### config.mk
export PLATFORM = sky130hd
export DESIGN_NAME = mult_shift_add
export DESIGN_NICKNAME = d
export VERILOG_FILES = /design/src/rtl/mult_shift_add.sv
export SDC_FILE = /design/constraint.sdc
export NUM_CORES = 1
export LEC_CHECK = 0
export ABC_CLOCK_PERIOD_IN_PS = 3200
export CORE_MARGIN = 4
export CORE_UTILIZATION = 25
export CTS_BUF_LIST = sky130_fd_sc_hd__clkbuf_8
export DETAILED_ROUTE_END_ITERATION = 7
export PLACE_DENSITY = 0.38
export SYNTH_ARGS = -nofsm -noshare
export SYNTH_HDL_FRONTEND = slang
export SYNTH_SLANG_ARGS = --single-unit
### constraint.sdc
create_clock -name i_clk -period 3.2 [get_ports i_clk]
set_clock_uncertainty 0.05 [all_clocks]
set_input_delay 0.8 -clock i_clk [delete_from_list [all_inputs] [get_ports i_clk]]
set_output_delay 0.8 -clock i_clk [all_outputs]
set_load 0.05 [all_outputs]
### src/rtl/mult_shift_add.sv
// rtl/mult_shift_add.sv - signed 8x8 -> 16 shift-and-add multiplier, two-stage pipeline
//
// Forms operand magnitudes, sums two groups of four shifted partial
// products in stage 1, then adds the groups and restores the sign in stage 2.
//
// Ports:
//   i_clk      clock, rising edge
//   i_rst      asynchronous active-high reset, clears all pipeline state
//   i_valid    operand strobe; i_a/i_b sampled when high
//   i_a        signed multiplicand (8 bits)
//   i_b        signed multiplier (8 bits)
//   o_product  signed registered product (16 bits), held until next result
//   o_done     one-cycle pulse marking a new o_product
module mult_shift_add (
  input  logic        i_clk,
  input  logic        i_rst,
  input  logic        i_valid,
  input  logic [7:0]  i_a,
  input  logic [7:0]  i_b,
  output logic [15:0] o_product,
  output logic        o_done
);

  logic [7:0]  w_mag_a;
  logic [7:0]  w_mag_b;
  logic [15:0] w_pp [8];
  logic [15:0] w_s_lo;
  logic [15:0] w_s_hi;
  logic [15:0] w_mag;

  logic [15:0] r_s_lo;
  logic [15:0] r_s_hi;
  logic        r_sign;
  logic        r_v1;

  // Unsigned magnitudes; -128 negates to 8'h80, which reads as 128 unsigned.
  assign w_mag_a = i_a[7] ? (~i_a + 8'd1) : i_a;
  assign w_mag_b = i_b[7] ? (~i_b + 8'd1) : i_b;

  always_comb begin
    for (int i = 0; i < 8; i++) begin
      w_pp[i] = w_mag_b[i] ? ({8'd0, w_mag_a} << i) : 16'd0;
    end
  end

  assign w_s_lo = w_pp[0] + w_pp[1] + w_pp[2] + w_pp[3];
  assign w_s_hi = w_pp[4] + w_pp[5] + w_pp[6] + w_pp[7];

  // Stage 1: partial sums, sign and valid flag.
  always_ff @(posedge i_clk or posedge i_rst) begin
    if (i_rst) begin
      r_s_lo <= 16'd0;
      r_s_hi <= 16'd0;
      r_sign <= 1'b0;
      r_v1   <= 1'b0;
    end else begin
      r_v1 <= i_valid;
      if (i_valid) begin
        r_s_lo <= w_s_lo;
        r_s_hi <= w_s_hi;
        r_sign <= i_a[7] ^ i_b[7];
      end
    end
  end

  // Max magnitude is 128*128 = 16384, so 16-bit add cannot overflow.
  assign w_mag = r_s_lo + r_s_hi;

  // Stage 2: final magnitude and sign. Negating a zero magnitude yields +0.
  always_ff @(posedge i_clk or posedge i_rst) begin
    if (i_rst) begin
      o_product <= 16'd0;
      o_done    <= 1'b0;
    end else begin
      o_done <= r_v1;
      if (r_v1) begin
        o_product <= r_sign ? (~w_mag + 16'd1) : w_mag;
      end
    end
  end

endmodule

==> results of run 1 <==
[routing by layer]
| metal | GRT usage (%) | wire length (um) | vias to the layer above | part of all wire [%] |
|---|---|---|---|---|
| met1 | 15.71 | 5168 | 1750 | 48 |
| li1 | - | - | 1907 | - |
| met3 | 1.544 | 281 | 10 | 2.6 |
| met5 | 0 | 0 | - | 0 |
| met2 | 19.01 | 5120 | 47 | 48 |
| met4 | 3.060 | 187 | 0 | 1.7 |
[flip-flops by register name, summed over array words and instances (netlist names)]
register	cells
o_done	1
o_product	16
r_s_hi	12
r_s_lo	12
r_sign	1
r_v1	1
[worst max path at each step]
stage / start / end / slack, ps / cells past startpoint
2_1_floorplan: i_b[0] / r_s_hi[15] / -1460 / 15
3_3_place_gp: i_b[0] / r_s_hi[15] / -2170 / 18
3_5_place_dp: i_b[0] / r_s_hi[15] / -2210 / 18
4_1_cts: i_b[0] / r_s_hi[15] / -1380 / 16
5_1_grt: i_b[0] / r_s_hi[15] / -1490 / 19
6_report: i_b[0] / r_s_hi[13] / -1340 / 16
[logic make-up after synthesis]
| kind of cell | Yosys count | share of synthesized area [%] |
|---|---|---|
| AND/OR/NAND/NOR | 163 | 18.45 |
| XOR/XNOR | 41 | 8.299 |
| flip-flops | 43 | 24.87 |
| AO/OA/AOI/OAI | 84 | 13.77 |
| multiplexers | 20 | 5.119 |
| buffers and inverters | 66 | 5.726 |
| adder cells (fa/ha/maj) | 66 | 23.77 |
[area by class of cell]
cell class	count	area share, %
Multi-Input combinational cell	374	54.44
Tap cell	220	4.291
Clock buffer	6	1.287
Timing Repair Buffer	145	19.33
Clock inverter	2	0.5461
Inverter	53	3.335
Sequential cell	43	16.77
[synthesized netlist by cell type, types with 5 or more instances]
master / instances
fa_1: 27
nand2b_1: 12
clkbuf_1: 11
or2_2: 5
nor2_1: 70
xnor2_1: 17
nor2b_1: 9
xor2_1: 24
o31ai_1: 9
nand2_1: 28
a21oi_1: 24
o21ai_0: 11
or3_1: 5
nand3_1: 7
ha_1: 39
a21o_1: 15
inv_1: 53
mux2_2: 16
dfrtp_1: 43
[per-stage QoR]
stage          TNS, ps  cells  util, %  area (um^2)
2_1_floorplan   -16510    483        -         4405
3_3_place_gp    -32410    801    33.13         5553
3_5_place_dp    -33310    801    33.13         5553
4_1_cts         -15710    837    37.07         6213
5_1_grt         -17690    843    38.28         6415
6_report        -15380    843    38.28         6415
[timing repair]
action | CTS | global route
pin swaps | 46 | 55
cloned | 0 | 0
resized for setup | 113 | 42
setup buffers | 29 | 13
endpoints found under the setup margin | 20 | 20
[power groups by stage]
stage | Clock [mW] | Combinational (mW) | Sequential, mW
floorplan | 0 | 1.56 | 1.13
global placement | 0 | 2.60 | 0.886
detailed placement | 0 | 2.60 | 0.894
CTS | 0.470 | 2.83 | 0.884
global route | 0.487 | 3.28 | 0.909
finish | 0.450 | 2.94 | 0.875
==> metrics.log, run 1 <==
[metrics] status: complete, but fails checks
[metrics] failing checks: negative setup slack
[metrics] maxcap violations: 0
[metrics] average vias per placed instance: 4.406
[metrics] root buf cell: clkbuf_8
[metrics] path category of the worst min-delay check: reg2reg
[metrics] wire per inst: 12.76 um
[metrics] r2r startpoint: r_s_lo[4]
[metrics] number of port buffers: 35
[metrics] CP endpoint kind: flop
[metrics] die span in x: 139.6 um
[metrics] internal power contribution: 2.378 mW
[metrics] FF+latch count, synth: 43
[metrics] Worst Setup Slack, final: -1339 ps
[metrics] Max stage delay on crit path: 560 ps
[metrics] HPWL after DPL: 8.645 mm
[metrics] Antenna diodes: 0
[metrics] largest net degree at the start of global routing: 38
[metrics] iteration-0 DRC count of the detailed router: 106
[metrics] leading cell types in the layout, fill and taps excluded: 95 x buf_4, 61 x nor2_1, 43 x dfrtp_1, 41 x inv_1, 31 x ha_1
[metrics] Fillers: 1721
[metrics] P per Cell Area: 664.9 mW/mm^2
[metrics] fraction of registers with async set or reset after synthesis: 100.0%
[metrics] hold_ws: 463.2 ps
[metrics] Final GP Congestion: 0.7885
[metrics] most common cell after layout, fill and taps aside: buf_4
[metrics] hold violation count in the final report: 0
[metrics] global-route wire length before repair: 18.68 mm
[metrics] Detailed Route WL: 10.76 mm
[metrics] worst reg-to-reg setup slack: 180 ps
[metrics] clock network power share: 10.5%
[metrics] terminus of the critical flop-to-flop path: o_product[14]
[metrics] worst slack at placement: -2214 ps
[metrics] vias in the first global route: 3838
[metrics] unrepaired setup endpoints after global routing: true
[metrics] fraction of final layout cells with drive strength greater than 1: 36.92%
[metrics] placeable core area: 0.01676 mm^2
[metrics] initial standard-cell utilization of the core: 25.82%
[metrics] number of enable-type register cells in the synthesized netlist: 0
[metrics] static power due to leakage: 3.077 nW
[metrics] clk buf depth: 2
[metrics] Max H-tree Level: 2
[metrics] portion of the post-synthesis area used by sequential elements: 24.87%
[metrics] clk sinks: 43
[metrics] Max Transition Viols Final: 0
[metrics] grt total ovfl: 0
[metrics] full die area: 0.01948 mm^2
[metrics] drt pass-1 iters: 4
[metrics] Setup violations, final: 18
[metrics] final net count: 707
[metrics] number of hold buffers added after CTS: 0
[metrics] via total after detailed routing: 3714
[metrics] arrival time of data at the critical path endpoint: 4690 ps
[metrics] number of instances on the worst hold path: 1
[metrics] max frequency: 220.3 MHz
[metrics] count of yosys warnings during synthesis: 0
[metrics] antenna violations before repair: 0
[metrics] startpoint-to-endpoint class of the critical path: in2reg
[metrics] top cell type by total area after synthesis: dfrtp_1
[metrics] mean area per synthesized cell: 8.958 um^2
[metrics] net switching power figure: 1.888 mW
[metrics] FF+latch area: 0.001076 mm^2
[metrics] Skew-Pair Late Insertion Delay: 310 ps
[metrics] dominant cell type by count on the critical path: a21o_1
[metrics] startpoint of the worst hold path: o_product[6]
[metrics] data required time at the worst endpoint: 3350 ps
[metrics] Post-Synthesis Cell Area: 0.004327 mm^2
[metrics] total design power: 4.265 mW
[metrics] part of the cycle the worst path needs: 141.9%
[metrics] Worst Max-Slew Pin Slew: 750.9 ps
[metrics] ordered list of cells on the worst path: buf_12 > or3_4 > o31ai_4 > xor2_2 > nor2_2 > fa_1 > fa_1 > ha_4 > fa_2 > a21o_1 > a21o_1 > a21o_1 > a21o_1 > buf_4 > xor2_2 > mux2_4
[metrics] vertical die dimension: 139.6 um
[metrics] register share of total power: 20.5%
[metrics] Max Fanout on Critical Path: 5
[metrics] clock period minus worst slack: 4539 ps
[metrics] number of CTS-inserted buffers: 5
[metrics] combinational cell fraction of total power: 68.9%
[metrics] Worst Hold Endpoint: o_product[6]
[metrics] top cells by area, synth: dfrtp_1 25%, fa_1 12%, ha_1 11%
[metrics] number of different library cells in the post-synthesis netlist: 58
[metrics] clock tree from TritonCTS: built
[metrics] Synth Flop Type: dfrtp_1
[metrics] switching part of the total: 44.26%
[metrics] global routing usage summed across all routing layers: 11.44%
[metrics] cells on worst reg2reg path: 9
[metrics] growth of design area from synthesis to finish: 48.26%
[metrics] Peak supply drop: 349.0 uV
[metrics] Critical Path Source Type: input port
[metrics] remaining antenna violation count after routing: 0
[metrics] clock input transition at the sequential cells of the worst setup and hold paths: 80 ps
[metrics] Row Count: 47
[metrics] Mapped Nets: 568
[metrics] I/O pin cnt: 36
[metrics] Critical path buffers and inverters: 2
[metrics] cell count after synthesis: 483
[metrics] relative max-transition margin: 49.94%
[metrics] post-detailed-route DRC marker count: 0
[metrics] kind of cell adding the most delay to the critical path: adder cells
[metrics] area share of the largest cell type after synthesis: 24.87%
[metrics] slowest stage cell, crit path: fa_1
[metrics] multi-input combinational cell area: 0.003492 mm^2
(Power assumes the default switching activity.)
==> inputs of run 2 (changes only) <==
Settings changed: CORE_MARGIN 4 to unset.
==> run 2 against run 1 <==
- the run still ends with negative setup slack left
- clock power decreased by 24%
- final cell count fell by 1.7%
- combinational power is 6% lower
- fmax up 0.23%
- non-clock buffer count decreased by 14
- core utilization is 2.1 points lower
- global-route usage grew 0.89 points
- critical path depth rose by 3
- total power decreased by 6.9%
- via count is 3.2% lower
- highest routed layer unchanged
==> metrics.log, run 2 (same netlist as run 1, synthesis figures left out) <==
[metrics] internal power contribution: 2.150 mW (-9.6%)
[metrics] Fillers: 1739 (+1.0%)
[metrics] startpoint-to-endpoint class of the critical path: in2reg
[metrics] vertical die dimension: 133.6 um (-4.3%)
[metrics] Final GP Congestion: 0.7949 (+0.81%)
[metrics] arrival time of data at the critical path endpoint: 4660 ps (-30 ps)
[metrics] vias in the first global route: 3656 (-4.7%)
[metrics] root buf cell: clkbuf_8
[metrics] maxcap violations: 0 (unchanged)
[metrics] register share of total power: 22.0% (+1.5 points)
[metrics] net switching power figure: 1.822 mW (-3.5%)
[metrics] Max Transition Viols Final: 0 (unchanged)
[metrics] Detailed Route WL: 10.42 mm (-3.1%)
[metrics] post-layout instance area: 0.006067 mm^2 (-5.4%)
[metrics] global-route wire length before repair: 17.66 mm (-5.5%)
[metrics] via total after detailed routing: 3595 (-3.2%)
[metrics] static power due to leakage: 2.932 nW (-4.7%)
[metrics] HPWL after DPL: 8.447 mm (-2.3%)
[metrics] leading cell types in the layout, fill and taps excluded: 85 x buf_4, 66 x nor2_1, 47 x inv_1, 43 x dfrtp_1, 33 x ha_1
[metrics] status: complete, but fails checks
[metrics] most common cell after layout, fill and taps aside: buf_4
[metrics] antenna violations before repair: 0 (unchanged)
[metrics] number of standard cells in the layout, taps in and fillers out: 829 (-1.7%)
[metrics] remaining antenna violation count after routing: 0 (unchanged)
[metrics] data required time at the worst endpoint: 3340 ps (about the same)
[metrics] fraction of final layout cells with drive strength greater than 1: 31.69% (-5.2 points)
[metrics] number of cells in the design after placement: 803 (+0.25%)
[metrics] largest net degree at the start of global routing: 38 (unchanged)
[metrics] number of CTS-inserted buffers: 5 (unchanged)
[metrics] clock input transition at the sequential cells of the worst setup and hold paths: 80 ps (about the same)
[metrics] iteration-0 DRC count of the detailed router: 74 (-30%)
[metrics] unrepaired setup endpoints after global routing: true
[metrics] Row Count: 47 (unchanged)
[metrics] full die area: 0.01784 mm^2 (-8.4%)
[metrics] final net count: 693 (-2.0%)
[metrics] Worst Setup Slack, final: -1329 ps (+10.63 ps)
[metrics] part of the cycle the worst path needs: 141.5% (-0.33 points)
[metrics] clk sinks: 43 (unchanged)
[metrics] max frequency: 220.8 MHz (+0.23%)
[metrics] placeable core area: 0.01676 mm^2 (unchanged)
[metrics] wire per inst: 12.57 um (-1.5%)
[metrics] I/O pin cnt: 36 (unchanged)
[metrics] path category of the worst min-delay check: reg2reg
[metrics] Skew-Pair Late Insertion Delay: 300 ps (about the same)
[metrics] Worst Max-Slew Pin Slew: 633.3 ps (-117.6 ps)
[metrics] drt pass-1 iters: 4 (unchanged)
[metrics] placed inst area: 0.005568 mm^2 (+0.27%)
[metrics] clock period minus worst slack: 4529 ps (-10.63 ps)
[metrics] registers with the most flip-flops: o_product x16, r_s_hi x12, r_s_lo x12
[metrics] clock network power share: 8.6% (-1.9 points)
[metrics] Post-Route Utilization: 36.20% (-2.1 points)
[metrics] FF+latch area: 0.001076 mm^2 (unchanged)
[metrics] multi-input combinational cell area: 0.003338 mm^2 (-4.4%)
[metrics] Largest register FFs: 16 (unchanged)
[metrics] post-detailed-route DRC marker count: 0 (unchanged)
[metrics] number of hold buffers added after CTS: 0 (unchanged)
[metrics] Antenna diodes: 0 (unchanged)
[metrics] clock tree from TritonCTS: built
[metrics] CP endpoint kind: flop
[metrics] clk buf depth: 2 (unchanged)
[metrics] Setup violations, final: 18 (unchanged)
[metrics] P per Cell Area: 654.8 mW/mm^2 (-1.5%)
[metrics] Critical Path Source Type: input port
[metrics] growth of design area from synthesis to finish: 40.23%
[metrics] global routing usage summed across all routing layers: 12.33% (+0.89 points)
[metrics] grt total ovfl: 0 (unchanged)
[metrics] Max H-tree Level: 2 (unchanged)
[metrics] Max Fanout on Critical Path: 5 (unchanged)
[metrics] relative max-transition margin: 57.78% (+7.8 points)
[metrics] average vias per placed instance: 4.337 (-1.6%)
[metrics] combinational cell fraction of total power: 69.4% (+0.5 points)
[metrics] hold violation count in the final report: 0 (unchanged)
[metrics] Peak supply drop: 346.2 uV (-0.79%)
[metrics] die span in x: 133.6 um (-4.3%)
[metrics] Largest Register: o_product
[metrics] number of port buffers: 35 (unchanged)
[metrics] switching part of the total: 45.87% (+1.6 points)
[metrics] initial standard-cell utilization of the core: 25.82% (unchanged)
[metrics] failing checks: negative setup slack
-- run 2: cell types whose count changed in the layout (fill, tap and decap cells not counted), moves of 5 or more --
cell	delta
inv_2	-5
inv_1	+6
buf_4	-10
nor2_1	+5
buf_6	-5
-- run 2: critical path, stage by stage --
cell,delay (ps)
buf_8,110
or3_4,390
o31ai_4,260
xor2_2,270
buf_4,170
nor2_2,40
fa_1,460
inv_1,50
fa_1,490
inv_2,50
buf_6,110
ha_4,220
a21o_1,150
a21o_1,170
a21o_1,160
a21o_1,200
a21oi_2,150
nor3_2,50
or3_1,340
-- run 2: metrics by stage --
step | setup WS, ps | hold slack (ps) | total power, mW | setup TNS [ps]
5_1_grt | -1517 | 490.7 | 4.385 | -19220
2_1_floorplan | -1459 | 361.4 | 2.692 | -16510
3_3_place_gp | -2169 | 438.0 | 3.487 | -32230
3_5_place_dp | -2239 | 440.2 | 3.497 | -32870
4_1_cts | -1429 | 461.7 | 3.972 | -16970
6_report | -1329 | 454.3 | 3.973 | -16190
-- run 2: final timing paths --
path | startpoint | to | slack [ps] | cells past startpoint
min in group asynchronous | i_rst | o_product[2] | 740 | 2
worst min-delay path | r_s_hi[4] | r_s_hi[4] | 450 | 1
worst max-delay path | i_b[0] | r_s_hi[14] | -1330 | 19
max in group asynchronous | i_rst | o_product[3] | 1680 | 3
worst min register to register | r_s_hi[4] | r_s_hi[4] | 450 | 1
worst max register to register | r_s_lo[4] | o_product[14] | 150 | 9
-- run 2: what timing repair did --
action                                  in CTS  in global routing
endpoints found under the hold margin        0                  0
gates resized for setup                     81                 16
pin swaps                                   36                 23
endpoints found under the setup margin      20                 21
cloned                                       0                  0
buffers inserted                            13                  5
-- run 2: layout make-up --
cell class                      instances  share of cell area, %
Multi-Input combinational cell        374                  55.02
Timing Repair Buffer                  131                  18.00
Sequential cell                        43                  17.74
Tap cell                              220                  4.537
Inverter                               53                  3.320
Clock buffer                            5                  1.134
Clock inverter                          3                 0.2475
-- run 2: power by group through the flow --
stage               sequential, mW  clock (mW)  combinational, mW
finish                       0.872       0.342               2.76
global route                 0.907       0.382               3.10
CTS                          0.882       0.363               2.73
detailed placement           0.894           0               2.60
global placement             0.885           0               2.60
floorplan                     1.13           0               1.56
-- run 2: layer usage --
metal,wire [um],GRT usage [%]
met1,5064,15.86
met2,5039,21.82
met3,212,1.446
met5,0,0
met4,107,3.030
==> RTL edit: new RTL, settings of run 2 <==
Add an input register stage for `i_valid`, `i_a` and `i_b`, without a reset; this delays them by one clock.
--- a/src/rtl/mult_shift_add.sv
+++ b/src/rtl/mult_shift_add.sv
@@ -21,6 +21,16 @@
   output logic        o_done
 );
 
+  logic i_valid_q;
+  logic [7:0] i_a_q;
+  logic [7:0] i_b_q;
+
+  always_ff @(posedge i_clk) begin
+    i_valid_q <= i_valid;
+    i_a_q     <= i_a;
+    i_b_q     <= i_b;
+  end
+
   logic [7:0]  w_mag_a;
   logic [7:0]  w_mag_b;
   logic [15:0] w_pp [8];
@@ -34,8 +44,8 @@
   logic        r_v1;
 
   // Unsigned magnitudes; -128 negates to 8'h80, which reads as 128 unsigned.
-  assign w_mag_a = i_a[7] ? (~i_a + 8'd1) : i_a;
-  assign w_mag_b = i_b[7] ? (~i_b + 8'd1) : i_b;
+  assign w_mag_a = i_a_q[7] ? (~i_a_q + 8'd1) : i_a_q;
+  assign w_mag_b = i_b_q[7] ? (~i_b_q + 8'd1) : i_b_q;
 
   always_comb begin
     for (int i = 0; i < 8; i++) begin
@@ -54,11 +64,11 @@
       r_sign <= 1'b0;
       r_v1   <= 1'b0;
     end else begin
-      r_v1 <= i_valid;
-      if (i_valid) begin
+      r_v1 <= i_valid_q;
+      if (i_valid_q) begin
         r_s_lo <= w_s_lo;
         r_s_hi <= w_s_hi;
-        r_sign <= i_a[7] ^ i_b[7];
+        r_sign <= i_a_q[7] ^ i_b_q[7];
       end
     end
   end
Check against the original RTL: not equivalent (a bounded check fails within 4 cycles, from zero or initial values and one cycle with i_rst high).
==> RTL edit against run 2 <==
The flow still finishes with violations (negative setup slack). Routed wire length is 8.3% higher. Area after synthesis increased by 6.3%. Final area rose by 7.7%. Worst setup slack better by 250 ps. Sequential cell count is 17 higher. Global-route usage rose by 0.92 points. Sequential power up 28%. Count of clock-buffer cells in the layout rose by 8. Die area is 6.2% higher. First-iteration DRC count grew 30%. Total power grew 17%. Critical path type is now flip-flop to flip-flop. Highest routed layer unchanged.
==> RTL edit: results (changes against run 2) <==
Yosys
  • Synth Area in XOR/XNOR: 8.186% (-0.11 points)
  • Compound-gate portion of the synthesized area: 10.77% (-3.0 points)
  • Mux contribution to synthesized area: 6.799% (+1.7 points)
  • Synth Net Count: 569 (+0.18%)
  • Seq cells post-synth: 60 (+40%)
  • Fraction of the mapped netlist area in adder cells: 22.36% (-1.4 points)
  • Cells after Synth: 484 (+0.21%)
  • Top cells by area, synth: dfrtp_1 23%, fa_1 12%, ha_1 11%
  • Sequential cell area fraction in the yosys report: 30.79% (+5.9 points)

Place
  • Placer congestion estimate: 0.7800 (-1.9%)
  • Placed cells: 814 (+1.4%)
  • DP HPWL: 8.982 mm (+6.3%)
  • Area post-placement: 5893 µm² (+5.8%)

Timing
  • Final setup margin: -1077 ps (+252.1 ps)
  • Final setup viols: 16 (-2)
  • Max-Slew Margin vs Limit: 43.10% (-15 points)

Pwr
  • Sw Pwr: 1964 µW (+7.8%)
  • P_leak: 0.003020 µW (+3.0%)
  • Register share of total power: 24.1% (+2.1 points)
  • Sequential Power: 1120 µW (+28%)
  • Comb. pwr: 2860 µW (+4%)

Layout
  • Clock Buffer Count: 13 (+8)
  • Layout cells sized above 1: 34.53% (+2.8 points)
  • Register area: 1421 µm² (+32%)
  • Number of non-clock buffers: 126 (-3.8%)
  • Layout net count: 694 (+0.14%)
  • Multi-input combinational area share: 51.44% (-3.6 points)
  • Buffering overhead: 16.35% (-1.6 points)
  • Logic inverters: 54 (+1.9%)
  • # fillers: 1867 (+7.4%)
  • Multi-input logic area: 3361 µm² (+0.67%)
  • Clock network area share: 2.930% (+1.5 points)

Floorplanning
  • Die area: 18950 µm² (+6.2%)

CTS
  • Clk_lat worst skew: 360 ps (+60 ps)
  • Htree depth: 3 (+1)
  • CTS Buf Count: 9 (+4)

Drt
  • Post-DR wirelength/cell: 13.40 µm (+6.5%)
  • Via count: 3679 (+2.3%)
  • WL met1: 5.338 mm (+5.4%)

Run status
  • Status: complete, but fails checks
  • Violated checks: negative setup slack

Setup path
  • CP Max Fanout: 4 (-1)
  • Crit path arrival time: 4470 ps (-190 ps)
  • Slowest stage delay, CP: 510 ps (+20 ps)

Global routing
  • Number of global-route vias before repair: 3931 (+7.5%)
  • Largest net degree at the start of global routing: 37 (-2.6%)
RTL edit: cell types whose count changed after synthesis, moves of 4 or more:
cell      delta
nand2b_1     +5
dfxtp_1     +17
o21ai_0     +11
xnor2_1      +9
a21o_1      -11
nand2_1     -16
xor2_1       -7
a21oi_1      -4
mux2_2       +6
or2_2        +8
o31ai_1      -4
RTL edit: final timing paths:
path                          startpoint            end  slack (ps)  cells past startpoint
max                             i_b_q[0]     r_s_hi[15]       -1080                     17
min in group asynchronous          i_rst  o_product[11]         630                      2
min reg2reg                o_product[12]  o_product[12]         450                      1
min                        o_product[12]  o_product[12]         450                      1
max reg2reg                     i_b_q[0]     r_s_hi[15]       -1080                     17
max in group asynchronous          i_rst      r_s_hi[9]        1950                      3
RTL edit: per-layer routing:
metal  up-vias  global-route usage, %
li1       1863                      -
met1      1752                  16.33
met2        48                  21.80
met3        16                  3.054
met4         0                  6.044
met5         -                      0
